**src/rtl/wei_instr_issue_pkg.sv**
```systemverilog
// ============================================================================
// Module      : wei_pkg
// Description : Shared constants, instruction field layout and FSM encoding
//               for the weight-instruction initiator.
// Revision    : 1.0 - initial release
// ============================================================================
`default_nettype none

package wei_pkg;
    localparam int NUM_PEB     = 16;
    localparam int PEB_IDX_W   = 4;
    localparam int PE_NUM      = 27;
    localparam int INSTR_WIDTH = 8;
    localparam int CNT_WIDTH   = 12;
    localparam int LEN_MSB     = 7;
    localparam int LEN_LSB     = 5;
    localparam int PE_MSB      = 4;
    localparam int PE_LSB      = 0;
    localparam int LEN_W       = LEN_MSB - LEN_LSB + 1;
    localparam int PE_W        = PE_MSB - PE_LSB + 1;

    typedef enum logic [1:0] {
        IDLE = 2'd0,
        RUN  = 2'd1,
        DONE = 2'd2
    } state_t;

    function automatic logic [INSTR_WIDTH-1:0] pack_instr(
        input logic [LEN_W-1:0] len,
        input logic [PE_W-1:0]  pe
    );
        logic [INSTR_WIDTH-1:0] v;
        v                   = '0;
        v[LEN_MSB:LEN_LSB]  = len;
        v[PE_MSB:PE_LSB]    = pe;
        return v;
    endfunction
endpackage

`default_nettype wire

```
**src/rtl/wei_instr_issue_rr_arbiter.sv**
```systemverilog
// ============================================================================
// Module      : rr_arbiter
// Description : Combinational round-robin arbiter; search starts at ptr.
// Revision    : 1.0 - initial release
// ============================================================================
`default_nettype none

module rr_arbiter #(
    parameter int N = 16,
    parameter int W = (N > 1) ? $clog2(N) : 1
) (
    input  logic [N-1:0] req,
    input  logic [W-1:0] ptr,
    input  logic         en,
    output logic [N-1:0] grant,
    output logic [W-1:0] winner,
    output logic         any
);

    // Scan offsets from farthest to nearest so the last hit is closest to ptr.
    always_comb begin
        any    = 1'b0;
        winner = '0;
        grant  = '0;
        for (int i = N - 1; i >= 0; i--) begin
            if (req[(int'(ptr) + i) % N]) begin
                any    = 1'b1;
                winner = W'((int'(ptr) + i) % N);
            end
        end
        if (en && any) begin
            grant[winner] = 1'b1;
        end
    end

endmodule

`default_nettype wire

```
**src/rtl/wei_instr_issue.sv**
```systemverilog
// ============================================================================
// Module      : wei_instr_issue
// Description : Round-robin weight-instruction initiator from PEB array to GB.
//               Optional WEI_ISSUE_STATS_EN adds stall_cnt / issue_cnt outputs.
// Revision    : 1.0 - initial release
// ============================================================================
`default_nettype none

module wei_instr_issue
    import wei_pkg::*;
(
    input  logic                        clk,
    input  logic                        rst_n,
    input  logic                        CCUWEI_start,
    input  logic                        CCUWEI_flush,
    input  logic [CNT_WIDTH-1:0]        Instr_num,
    input  logic [NUM_PEB-1:0]          PEB_req_val,
    input  logic [NUM_PEB*PE_W-1:0]     PEB_req_pe,
    input  logic [NUM_PEB*LEN_W-1:0]    PEB_req_len,
    output logic [NUM_PEB-1:0]          PEB_req_rdy,
    output logic                        WEIGB_instr_val,
    input  logic                        GBWEI_instr_rdy,
    output logic [PEB_IDX_W-1:0]        Which_PEB,
    output logic [INSTR_WIDTH-1:0]      WEIGB_instr_data,
    output logic                        issue_done,
    output logic                        drop_err
`ifdef WEI_ISSUE_STATS_EN
   ,output logic [15:0]                 stall_cnt,
    output logic [15:0]                 issue_cnt
`endif
);

    localparam logic [PE_W-1:0]      c_PE_LIMIT = PE_W'(PE_NUM);
    localparam logic [PEB_IDX_W-1:0] c_LAST_PEB = PEB_IDX_W'(NUM_PEB - 1);

    state_t                   r_state;
    logic                     r_hold_v;
    logic [PEB_IDX_W-1:0]     r_which;
    logic [INSTR_WIDTH-1:0]   r_data;
    logic [CNT_WIDTH-1:0]     r_count;
    logic [PEB_IDX_W-1:0]     r_ptr;
    logic                     r_issue_done;
    logic                     r_drop_err;

    logic                     w_fire;
    logic                     w_budget_last;
    logic                     w_can_load;
    logic                     w_any;
    logic                     w_taken;
    logic                     w_bad;
    logic [NUM_PEB-1:0]       w_grant;
    logic [PEB_IDX_W-1:0]     w_winner;
    logic [PEB_IDX_W-1:0]     w_next_ptr;
    logic [LEN_W-1:0]         w_len;
    logic [PE_W-1:0]          w_pe;

    assign w_fire        = r_hold_v & GBWEI_instr_rdy;
    assign w_budget_last = w_fire & (Instr_num != '0) & (r_count == Instr_num - 1'b1);
    // The last budgeted fire must not pull in a request that would never be issued.
    assign w_can_load    = (r_state == RUN) & ~CCUWEI_flush & (~r_hold_v | w_fire) & ~w_budget_last;

    rr_arbiter #(
        .N (NUM_PEB),
        .W (PEB_IDX_W)
    ) u_arb (
        .req    (PEB_req_val),
        .ptr    (r_ptr),
        .en     (w_can_load),
        .grant  (w_grant),
        .winner (w_winner),
        .any    (w_any)
    );

    assign w_taken    = w_can_load & w_any;
    assign w_len      = PEB_req_len[w_winner*LEN_W +: LEN_W];
    assign w_pe       = PEB_req_pe[w_winner*PE_W +: PE_W];
    assign w_bad      = (w_len == '0) | (w_pe >= c_PE_LIMIT);
    assign w_next_ptr = (w_winner == c_LAST_PEB) ? '0 : w_winner + 1'b1;

    assign PEB_req_rdy      = w_grant;
    assign WEIGB_instr_val  = r_hold_v;
    assign Which_PEB        = r_which;
    assign WEIGB_instr_data = r_data;
    assign issue_done       = r_issue_done;
    assign drop_err         = r_drop_err;

    always_ff @(posedge clk or negedge rst_n) begin
        if (!rst_n) begin
            r_state      <= IDLE;
            r_hold_v     <= 1'b0;
            r_which      <= '0;
            r_data       <= '0;
            r_count      <= '0;
            r_ptr        <= '0;
            r_issue_done <= 1'b0;
            r_drop_err   <= 1'b0;
        end else begin
            r_issue_done <= w_budget_last;

            if (CCUWEI_flush) begin
                r_state <= IDLE;
            end else if (CCUWEI_start) begin
                r_state <= RUN;
            end else if (r_state == RUN && w_budget_last) begin
                r_state <= DONE;
            end

            // A concurrent fire still reaches GB, but flush forgets it.
            if (CCUWEI_flush) begin
                r_hold_v <= 1'b0;
            end else if (w_taken && !w_bad) begin
                r_hold_v <= 1'b1;
                r_which  <= w_winner;
                r_data   <= pack_instr(w_len, w_pe);
            end else if (w_fire) begin
                r_hold_v <= 1'b0;
            end

            if (CCUWEI_flush || CCUWEI_start) begin
                r_count <= '0;
            end else if (w_fire) begin
                r_count <= r_count + 1'b1;
            end

            if (CCUWEI_start) begin
                r_ptr <= '0;
            end else if (w_taken) begin
                r_ptr <= w_next_ptr;
            end

            if (CCUWEI_start) begin
                r_drop_err <= 1'b0;
            end
            if (w_taken && w_bad) begin
                r_drop_err <= 1'b1;
            end
        end
    end

`ifdef WEI_ISSUE_STATS_EN
    logic [15:0] r_stall_cnt;
    logic [15:0] r_issue_cnt;

    always_ff @(posedge clk or negedge rst_n) begin
        if (!rst_n) begin
            r_stall_cnt <= '0;
            r_issue_cnt <= '0;
        end else if (CCUWEI_start) begin
            r_stall_cnt <= '0;
            r_issue_cnt <= '0;
        end else begin
            if (r_hold_v && !GBWEI_instr_rdy && r_stall_cnt != 16'hFFFF) begin
                r_stall_cnt <= r_stall_cnt + 1'b1;
            end
            if (w_fire && r_issue_cnt != 16'hFFFF) begin
                r_issue_cnt <= r_issue_cnt + 1'b1;
            end
        end
    end

    assign stall_cnt = r_stall_cnt;
    assign issue_cnt = r_issue_cnt;
`endif

endmodule

`default_nettype wire

```
**config.mk**
```make
export PLATFORM = sky130hd
export DESIGN_NAME = wei_instr_issue
export DESIGN_NICKNAME = d
export VERILOG_FILES = /design/src/rtl/wei_instr_issue_pkg.sv /design/src/rtl/wei_instr_issue_rr_arbiter.sv /design/src/rtl/wei_instr_issue.sv
export SDC_FILE = /design/constraint.sdc
export NUM_CORES = 1
export LEC_CHECK = 0
export CAP_MARGIN = 15
export CORE_ASPECT_RATIO = 0.7
export CORE_MARGIN = 2
export CORE_UTILIZATION = 35
export CTS_BUF_LIST = sky130_fd_sc_hd__clkbuf_4 sky130_fd_sc_hd__clkbuf_8 sky130_fd_sc_hd__clkbuf_16
export DETAILED_ROUTE_END_ITERATION = 10
export HOLD_SLACK_MARGIN = 0.12
export PLACE_DENSITY = 0.79
export REMOVE_ABC_BUFFERS = 1
export SYNTH_ARGS = -nofsm -noshare
export SYNTH_HDL_FRONTEND = slang
export SYNTH_HIERARCHICAL = 1
export SYNTH_SLANG_ARGS = --single-unit
```
**constraint.sdc**
```tcl
create_clock -name clk -period 6.4 [get_ports clk]
set_input_delay 1.92 -clock clk [delete_from_list [all_inputs] [get_ports clk]]
set_output_delay 1.92 -clock clk [all_outputs]
set_load 0.02 [all_outputs]
```
Word-level counts from Yosys, hierarchy flattened --
Index checks and enable logic that the tools add are counted.
Cells by class: add/subtract/negate cells 18, multipliers 2, magnitude comparators 19, equality and inequality tests 3, shift operators 2, muxes and demuxes 95, bitwise logic cells 27, reduce and logical (&&, ||, !) cells 30
Operators with widths (count):
- 5-bit by 6-bit less-than comparator with 1-bit output (second input constant) | 15
- 80-bit by 8-bit indexed part select with 5-bit output | 1
- 4-bit 2-to-1 mux | 19
- 1-bit binary-select mux with 4-bit select | 16
- 4-bit OR reduction | 15
- 1-bit 2-to-1 mux | 53
- 48-bit by 7-bit indexed part select with 3-bit output | 1
- 4-bit adder (second input constant) | 8
- 12-bit 2-to-1 mux | 2
- 4-bit by 3-bit adder with 4-bit output (second input constant) | 4
- 16-bit 2-to-1 mux | 1
- 1-bit AND (first input constant) | 15
- 12-bit by 1-bit adder with 12-bit output (second input constant) | 1
- 12-bit == test | 1
- 12-bit nonzero test | 1
- 12-bit by 1-bit subtractor with 12-bit output (second input constant) | 1
- 4-bit by 5-bit less-than comparator with 1-bit output (second input constant) | 2
- 4-bit by 1-bit adder with 4-bit output (second input constant) | 2
- 4-bit by 2-bit adder with 4-bit output (second input constant) | 2
- 1-bit AND | 7
- 4-bit by 3-bit multiplier with 7-bit output (second input constant) | 1
- 4-bit by 2-bit multiplier with 6-bit output (second input constant) | 1
- 2-bit 2-to-1 mux | 3
- 2-bit nonzero test | 3
- other kinds (13) | 21
Word-level totals: bits in registers 33, input bits 161, output and inout bits 31, word-level logic and storage cells 204

Logic depth before layout (Yosys ltp) --
Gate-level depths: netlist of run 1.
depth after elaboration 30, gate-level depth with buffers 27, depth with buffers taken out 17

Cells and area by module --
Netlist of run 1, hierarchy kept.
By module, submodules not included:
- wei_instr_issue | instances 1, cells an instance 283, area an instance 2914.0 µm², seq. area each 825.8 µm²
- rr_arbiter | instances 1, cells an instance 304, area an instance 2532.4 µm², seq. area each 0.0 µm²

Worst setup path after synthesis of run 1 --
Ideal clock, no wire load.
kind input to output, from input Instr_num[3], to output PEB_req_rdy[13], data arrival time 4558 ps, data required time 4480 ps, setup slack -78 ps, cell stages on the path 11, buffers on the path 1, cells stage by stage or4_1 -> buf_2 -> o31a_1 -> a21o_1 -> a311oi_1 -> a2111o_1 -> inv_1 -> nor2_1 -> and2_1 -> or3b_4 -> nor2_1
Between the ends: cells in the longest elaborated chain, start to end 7, elaborated cells on any way between the ends 9, classes of those cells add/sub (1); eq/ne (1); mux (1); bitwise (4); reduce/logical (2)
Ends and longest elaborated chain:
- start, declared | RTL line wei_instr_issue.sv:16 | input logic [CNT_WIDTH-1:0] Instr_num,
- 12-bit by 1-bit subtractor with 12-bit output / 12-bit nonzero test (equally long branches) | RTL line wei_instr_issue.sv:58 | assign w_budget_last = w_fire & (Instr_num != '0) & (r_count == Instr_num - 1'b1);
- 12-bit == test / 1-bit AND (equally long branches) | RTL line wei_instr_issue.sv:58
- 1-bit AND * | RTL line wei_instr_issue.sv:58
- via w_budget_last | RTL line wei_instr_issue.sv:46 | logic w_budget_last;
- 1-bit NOT * | RTL line wei_instr_issue.sv:60 | assign w_can_load = (r_state == RUN) & ~CCUWEI_flush & (~r_hold_v | w_fire) & ~w_budget_last;
- 1-bit AND * | RTL line wei_instr_issue.sv:60
- via w_can_load | RTL line wei_instr_issue.sv:47 | logic w_can_load;
- 1-bit logical AND * | RTL line wei_instr_issue_rr_arbiter.sv:31 | if (en && any) begin
- 16-bit 2-to-1 mux * | RTL line wei_instr_issue_rr_arbiter.sv:31
- end, declared | RTL line wei_instr_issue.sv:20 | output logic [NUM_PEB-1:0] PEB_req_rdy,
Mark *: on every way through the listed nets, which the timed path passes. The rest lies on a longest branch.

Worst setup path in the final report of run 1 --
from input PEB_req_val[9], to output PEB_req_rdy[6]
Between the ends: cells in the longest elaborated chain, start to end 24, elaborated cells on any way between the ends 86, classes of those cells order compare (2); mux (82); reduce/logical (2)
Ends and longest elaborated chain:
- start, declared | RTL line wei_instr_issue.sv:17 | input logic [NUM_PEB-1:0] PEB_req_val,
- 1-bit binary-select mux with 4-bit select | RTL line wei_instr_issue_rr_arbiter.sv:26 | if (req[(int'(ptr) + i) % N]) begin
- 1-bit 2-to-1 mux (not written as such) (2 in a row) | RTL line wei_instr_issue_rr_arbiter.sv:26
- 4-bit 2-to-1 mux (15 in a row) | RTL line wei_instr_issue_rr_arbiter.sv:26
- 4-bit 2-to-1 mux * | RTL line wei_instr_issue_rr_arbiter.sv:26
- via w_winner[3] | RTL line wei_instr_issue.sv:52 | logic [PEB_IDX_W-1:0] w_winner;
- 4-bit by 5-bit less-than comparator with 1-bit output (not written as such) / 4-bit by 1-bit greater-or-equal comparator with 1-bit output (equally long branches) | RTL line wei_instr_issue_rr_arbiter.sv:32 | grant[winner] = 1'b1;
- 1-bit logical AND (not written as such) | RTL line wei_instr_issue_rr_arbiter.sv:32
- 1-bit 2-to-1 mux (not written as such) | RTL line wei_instr_issue_rr_arbiter.sv:32
- 1-bit demux with 4-bit select *
- 16-bit 2-to-1 mux * | RTL line wei_instr_issue_rr_arbiter.sv:31
Mark *: on every way through the listed nets, which the timed path passes. The rest lies on a longest branch. The select of a mux whose other input is x is not followed.

==> key figures, run 1 <==
Power
  – Pleak: between 3 and 4 nW
  – Peak VDD IR: roughly 0.36 mV
  – Power Total: between 3 and 4 mW
  – Pwr/cell area: 419.5 mW/mm2

Routing
  – Remaining design rule violation count: 0
  – Post-Route WL: approximately 22000 um
  – Routed wire per std cell: 19.82 um
  – 1st-pass router iterations: 5
  – Via Count: 6540
  – Vias per cell: 5.824
  – Remaining antenna violation count after routing: 0
  – DRT iter0 DRCs: 390

Timing
  – Final Setup Violations: 26
  – Worst setup margin: -0.3096 ns
  – RSZ-0062 raised after global routing: true
  – Max frequency: between 0.1 and 0.15 GHz
  – Final TNS setup: -4.470 ns
  – Final Hold Vio Count: 0
  – Worst slew margin: slightly below 50%
  – Least-Margin Pin Slew: about 0.77 ns
  – Clk_skew: 0.004162 ns
  – Fin crit period: between 6 and 7 ns
  – Fin crit share: 104.8%
  – Hold Slack: 0.4969 ns
  – Max-slew violations: 0

Job
  – Maxcap violations: 0

Finish
  – Final cell count without fillers: 1123
  – Antenna diodes: 0
  – Area of the multi-input gates: 0.004688 mm2
  – Area added between synthesis and finish: 71.74%
  – Post-route cell area: approximately 0.0094 mm2
  – Storage element area: between 800 and 900 um2
  – Layout fillers: between 1000 and 1500
  – Layout Utilization: 60.91%
  – Layout cell share with drive strength beyond 1: roughly 38%
  – Nets: 1094

Synth
  – Post-synthesis simple-gate area fraction: 17.32%
  – Async S/R FF share, synth: between 90% and 100%
  – Post-synthesis mux area share: between 30% and 40%
  – Yosys Warn Count: 6
  – Synth Cell Area: about 0.0054 mm2
  – Post-synthesis compound-gate area fraction: 17.53%
  – Top FF cell, synth: dfrtp_1
  – Avg Cell Area, Syn: roughly 9.3 um2
  – Adder-cell share of the synthesized area: between 2 and 3%
  – Number of synthesized flops with an enable pin: 0
  – Post-synthesis xor/xnor area fraction: ~5.9%
  – Seq/Total Area, Yosys: between 10% and 20%
  – Synth Instances: approximately 600
  – Largest family of logic cells by synthesized area: multiplexers
  – Synthesis-stage register bit count: 33
  – Synth unique cells: 78

Place
  – RD Place Congestion: slightly below 1
  – Post-DP Area: approximately 0.0085 mm2
  – DP Wirelength: ~16000 um
  – Post-Place Worst Slack: -1.149 ns
  – DP Cell Count: 1073
  – IO buf count: roughly 190

Global route
  – Largest net degree at the start of global routing: 34
  – Vias in the first global route: roughly 6500
  – GRT Overall Usage: 25.60%
  – Initial antenna violation count: 0
  – First-pass GRT wire length: approximately 34000 um
  – Remaining global-route overflow: 0

Clock tree
  – CTS Root Cell: clkbuf_16
  – Reg clk slew, reported paths: approximately 0.05 ns
  – TritonCTS clock tree: yes
  – Clock latency on the worst-skew pair: 0.28 ns
  – # clock sinks: 33
  – Max clock buf depth: 2
  – # H-tree levels: 2
  – Hold-fix buffer count after cts: 0
  – TritonCTS buffer count: 5

Die
  – Die H: between 100 and 150 um
  – Ports: approximately 190
  – Starting Density: 35.47%
  – CORE AREA: between 0.015 and 0.02 mm2
  – Die ar.: around 0.017 mm2
  – Core Rows: 38
  – Die Wd: about 150 um

Run status
  – Failing checks: negative setup slack
  – Run status: finished, violations left

Critical path
  – Critical Path Fanout Max: 8
  – Worst setup SP type: input pin
  – Crit. End Element: output pin
  – Worst Path Arrival: 4.79 ns
  – CP required: between 4 and 5 ns
  – WS Path Type: input pin to output pin
  – FF-to-FF path depth: 20

Worst hold path
  – Worst Hold Class: flop to flop
  – Hold Path Cell Cnt: 1
[synthesized netlist by cell type (5+ instances only)]
cell / number / share of area (%)
o21ai_0: 21 / 1.9
and3_1: 6 / 0.69
nand3_1: 29 / 2.7
nor3_1: 11 / 1.0
mux4_2: 52 / 22
buf_2: 10 / 0.92
mux2_4: 7 / 1.9
nand2b_1: 7 / 0.80
or3_1: 8 / 0.92
mux2i_1: 51 / 9.4
ha_1: 11 / 2.5
nor2_1: 52 / 3.6
clkbuf_1: 19 / 1.3
nand2_1: 35 / 2.4
dfrtp_1: 33 / 15
nand4_1: 7 / 0.80
and2_1: 5 / 0.57
a211oi_1: 5 / 0.69
a22oi_1: 11 / 1.5
xnor2_1: 15 / 2.4
inv_1: 20 / 1.4
mux2_2: 11 / 2.3
a31oi_1: 7 / 0.80
a21oi_1: 22 / 2.0
nor2b_1: 9 / 1.0
xor2_1: 18 / 2.9
a221oi_1: 12 / 1.9
[metal layers]
| metal | share of wire, % | GRT usage [%] |
|---|---|---|
| met3 | 8.4 | 4.289 |
| met4 | 3.3 | 9.193 |
| met1 | 42 | 34.59 |
| met5 | 0 | 0 |
| met2 | 47 | 41.74 |
[sequential cells by signal, indices dropped and copies added (netlist names)]
name              cells
r_state               2
WEIGB_instr_val       1
r_ptr                 4
r_count              12
drop_err              1
Which_PEB             4
issue_done            1
WEIGB_instr_data      8
[cells by family after synthesis]
family                     after synthesis
xor gates and xnor gates                35
muxes                                  126
adders and majority gates               11
and+or+nand+nor                        189
buffers and inverters                   61
AOI/OAI and AO/OA                      132
DFF                                     33
[layout make-up]
| class | instances | area share, % |
|---|---|---|
| multi-input cells | 494 | 50.12 |
| repair buffers | 365 | 35.42 |
| flip-flops and latches | 33 | 8.828 |
| well taps | 200 | 2.675 |
| clock buffers | 5 | 1.338 |
| inverters | 23 | 0.9230 |
| clock inverters | 3 | 0.6956 |
[what timing repair did]
item                                    in CTS  in global routing
gates cloned                                 1                  0
hold endpoints to repair                     0                  0
pin swaps                                   42                 11
resized for setup                          277                 27
endpoints found under the setup margin      30                 29
buffers inserted                            38                  2
[cell usage in the layout, fill, tap and decap left out, types with 5 or more instances in the layout]
master	n
a221oi_1	11
a31oi_1	6
nand3_1	27
mux2i_1	46
nor3_1	11
mux2_2	6
or3_1	5
buf_6	38
and3_1	6
nor2_1	36
mux4_2	53
dfrtp_1	33
nand4_1	7
a22oi_1	11
xor2_1	18
buf_4	164
clkbuf_16	5
nor2_4	12
nand2b_1	6
nor2b_1	9
o21ai_0	18
xnor2_1	15
mux2_4	12
clkdlybuf4s50_1	149
a21oi_1	21
ha_1	10
nand2_1	34
inv_1	17
[final timing paths]
| kind | start | to | slack, ns |
|---|---|---|---|
| worst max-delay path | PEB_req_val[9] | PEB_req_rdy[6] | -0.31 |
| worst min-delay path | WEIGB_instr_data[1] | WEIGB_instr_data[1] | 0.50 |
| worst max register to register | r_ptr[2] | Which_PEB[0] | 0.59 |
| worst min register to register | WEIGB_instr_data[1] | WEIGB_instr_data[1] | 0.50 |
| max in group asynchronous | rst_n | WEIGB_instr_data[6] | 4.05 |
| min in group asynchronous | rst_n | Which_PEB[0] | 2.04 |
[power by group]
group          internal (mW)  total [mW]  switching, mW
sequential             0.259       0.297         0.0386
clock                  0.222       0.311         0.0884
combinational           1.72        3.32           1.60
[critical path, stage by stage]
cell and delay [ns]:
buf_8 0.10, mux4_2 0.59, mux2_4 0.32, a222oi_1 0.43
o211ai_1 0.16, o21ai_1 0.15, a221oi_1 0.09, a211o_1 0.33
or3_4 0.43, nor2_2 0.13, buf_6 0.13
Note: power is estimated with default switching activity, not from simulation.
==> inputs of run 2 (changes only) <==
--- a/config.mk
+++ b/config.mk
@@ -11,8 +11,9 @@
 export CORE_UTILIZATION = 35
 export CTS_BUF_LIST = sky130_fd_sc_hd__clkbuf_4 sky130_fd_sc_hd__clkbuf_8 sky130_fd_sc_hd__clkbuf_16
 export DETAILED_ROUTE_END_ITERATION = 10
+export DONT_BUFFER_PORTS = 1
 export HOLD_SLACK_MARGIN = 0.12
-export PLACE_DENSITY = 0.79
+export PLACE_DENSITY = 0.63
 export REMOVE_ABC_BUFFERS = 1
 export SYNTH_ARGS = -nofsm -noshare
 export SYNTH_HDL_FRONTEND = slang
==> run 2 against run 1 <==
The flow still finishes with violations (negative setup slack); non-clock buffer count decreased by 244; first-iteration DRC count increased by 31%; fmax increased by 1.8%; final area decreased by 26%; critical path depth increased by 1; cell count decreased by 21%; combinational power decreased by 11%; hold slack improved by 0.060 ns; core utilization decreased by 16 points; clock-buffer cell count increased by 2; critical endpoint is now PEB_req_rdy[4].
==> key figures, run 2 (synthesis gave the netlist of run 1 again) <==
Timing
  – Max frequency: 0.1518 GHz (+1.8%)
  – Worst setup margin: -0.1882 ns (+0.1214 ns)
  – Clk_skew: 0.003872 ns (-0.0002909 ns)
  – Final Setup Violations: 16 (-38%)
  – Fin crit period: 6.588 ns (-0.1214 ns)
  – Least-Margin Pin Slew: 0.7547 ns (-0.01624 ns)
  – Final Hold Vio Count: 0 (unchanged)
  – Worst slew margin: 49.44% (+0.83 points)
  – RSZ-0062 raised after global routing: true
  – Hold Slack: 0.5566 ns (+0.05965 ns)
  – Fin crit share: 102.9% (-1.9 points)
  – Max-slew violations: 0 (unchanged)

Global route
  – GR Util met3: 6.333% (+2.0 points)
  – GRT Max-Usage Layer: met2
  – Met2 Resource Use GR: 36.99% (-4.8 points)
  – Met1 GRT Util: 32.06% (-2.5 points)
  – Vias in the first global route: 5367 (-18%)
  – Initial antenna violation count: 4 (+4)
  – Remaining global-route overflow: 0 (unchanged)
  – First-pass GRT wire length: 30600 um (-11%)
  – GRT Overall Usage: 23.18% (-2.4 points)
  – Largest net degree at the start of global routing: 34 (unchanged)

Finish
  – Final cell count without fillers: 882 (-21%)
  – Nets: 849 (-22%)
  – Layout fillers: 1445 (+17%)
  – Area added between synthesis and finish: 27.04%
  – Area of the multi-input gates: 0.004538 mm2 (-3.2%)
  – Storage element area: 825.8 um2 (unchanged)
  – Layout cell share with drive strength beyond 1: 36.28% (-1.5 points)
  – Most frequent cells in the layout: 103 x buf_4, 53 x mux4_2, 49 x mux2i_1
  – Commonest non-fill, non-tap cell in the layout: buf_4
  – Max reg flops: 12 (unchanged)
  – Layout Utilization: 45.05% (-16 points)
  – Biggest register: r_count

Clock tree
  – CTS Root Cell: clkbuf_16
  – Reg clk slew, reported paths: 0.05 ns (about the same)
  – Max clock buf depth: 2 (unchanged)
  – # H-tree levels: 2 (unchanged)
  – Clock latency on the worst-skew pair: 0.28 ns (about the same)
  – # clock sinks: 33 (unchanged)
  – Hold-fix buffer count after cts: 0 (unchanged)
  – TritonCTS buffer count: 5 (unchanged)
  – TritonCTS clock tree: yes

Die
  – Ports: 192 (unchanged)
  – Starting Density: 35.47% (unchanged)
  – CORE AREA: 0.01536 mm2 (unchanged)
  – Die H: 108.4 um (unchanged)
  – Die Wd: 153.1 um (unchanged)
  – Core Rows: 38 (unchanged)
  – Die ar.: 0.01659 mm2 (unchanged)

Routing
  – Routed wire per std cell: 23.02 um (+16%)
  – DRT iter0 DRCs: 512 (+31%)
  – Remaining design rule violation count: 0 (unchanged)
  – Post-Route WL: 20300 um (-8.8%)
  – Vias per cell: 6.286 (+7.9%)
  – Via Count: 5544 (-15%)
  – 1st-pass router iterations: 7 (+2)
  – Remaining antenna violation count after routing: 0 (unchanged)

Place
  – IO buf count: 0 (-100%)
  – DP Cell Count: 850 (-21%)
  – RD Place Congestion: 1.028 (+5.1%)
  – DP Wirelength: 16210 um (-1.5%)

Power
  – Peak VDD IR: 0.3136 mV (-13%)
  – Pleak: 2.690 nW (-29%)
  – Pwr/cell area: 521.3 mW/mm2 (+24%)

Critical path
  – CP required: 4.48 ns (about the same)
  – WS Path Type: input pin to output pin
  – Worst Path Arrival: 4.67 ns (-0.12 ns)
  – Worst setup SP type: input pin
  – Crit. End Element: output pin
  – Setup slack, reg-to-reg: 0.66 ns (+0.07 ns)
  – Critical Path Fanout Max: 7 (-1)

Worst hold path
  – Worst Hold Class: flop to flop

Job
  – Maxcap violations: 0 (unchanged)

Run status
  – Run status: finished, violations left
  – Failing checks: negative setup slack
==> run 2: area by class of cell <==
cell class	instances	share of cell area, %
diodes	4	0.1447
multi-input cells	493	65.59
inverters	23	1.248
well taps	200	3.617
flip-flops and latches	33	11.93
clock inverters	1	0.4340
clock buffers	7	2.116
repair buffers	121	14.92
==> run 2: path summary, 6_finish.rpt <==
kind,from,to,depth (start not counted)
setup / recovery,PEB_req_val[9],PEB_req_rdy[4],12
hold / removal,r_state[1],r_state[1],2
setup reg to reg,r_ptr[1],WEIGB_instr_data[1],19
hold reg to reg,r_state[1],r_state[1],2
max in group asynchronous,rst_n,r_count[5],0
min in group asynchronous,rst_n,r_count[10],0
==> run 2: where the power goes <==
group          switching, mW  internal (mW)  leakage, nW
Clock                 0.0847          0.198       0.0876
Sequential             0.107          0.258        0.434
Combinational           1.45           1.51         2.17
==> run 2: layer usage <==
| metal | up-vias | wire length (um) |
|---|---|---|
| met1 | 2740 | 8863 |
| li1 | 2487 | - |
| met3 | 26 | 1830 |
| met4 | 2 | 163 |
| met5 | - | 13 |
| met2 | 289 | 9431 |
==> run 2: critical path, cell delays in order <==
cell	delay, ns
mux4_2	0.50
buf_6	0.16
mux2_4	0.27
a222oi_1	0.28
buf_4	0.18
o211ai_1	0.08
o21ai_1	0.19
a221oi_2	0.09
a211o_1	0.35
or3_4	0.39
nor2_2	0.12
buf_6	0.13
==> run 2: repair_timing <==
| action | in CTS | in global routing |
|---|---|---|
| pin swaps | 15 | 14 |
| endpoints found under the setup margin | 16 | 26 |
| resized for setup | 25 | 35 |
| setup buffers | 8 | 11 |
| cloned | 0 | 1 |
==> run 2: through the flow <==
stage | power (mW) | area [um2] | setup slack (ns) | setup TNS [ns]
after floorplan | 2.012 | 5254 | -1.550 | -29.40
after global placement | 2.934 | 6315 | -0.2451 | -3.259
after detailed placement | 2.951 | 6315 | -0.1822 | -3.184
after CTS | 3.355 | 6658 | -0.1579 | -1.661
after global routing | 3.827 | 6919 | -0.2755 | -4.406
final | 3.607 | 6919 | -0.1882 | -2.188
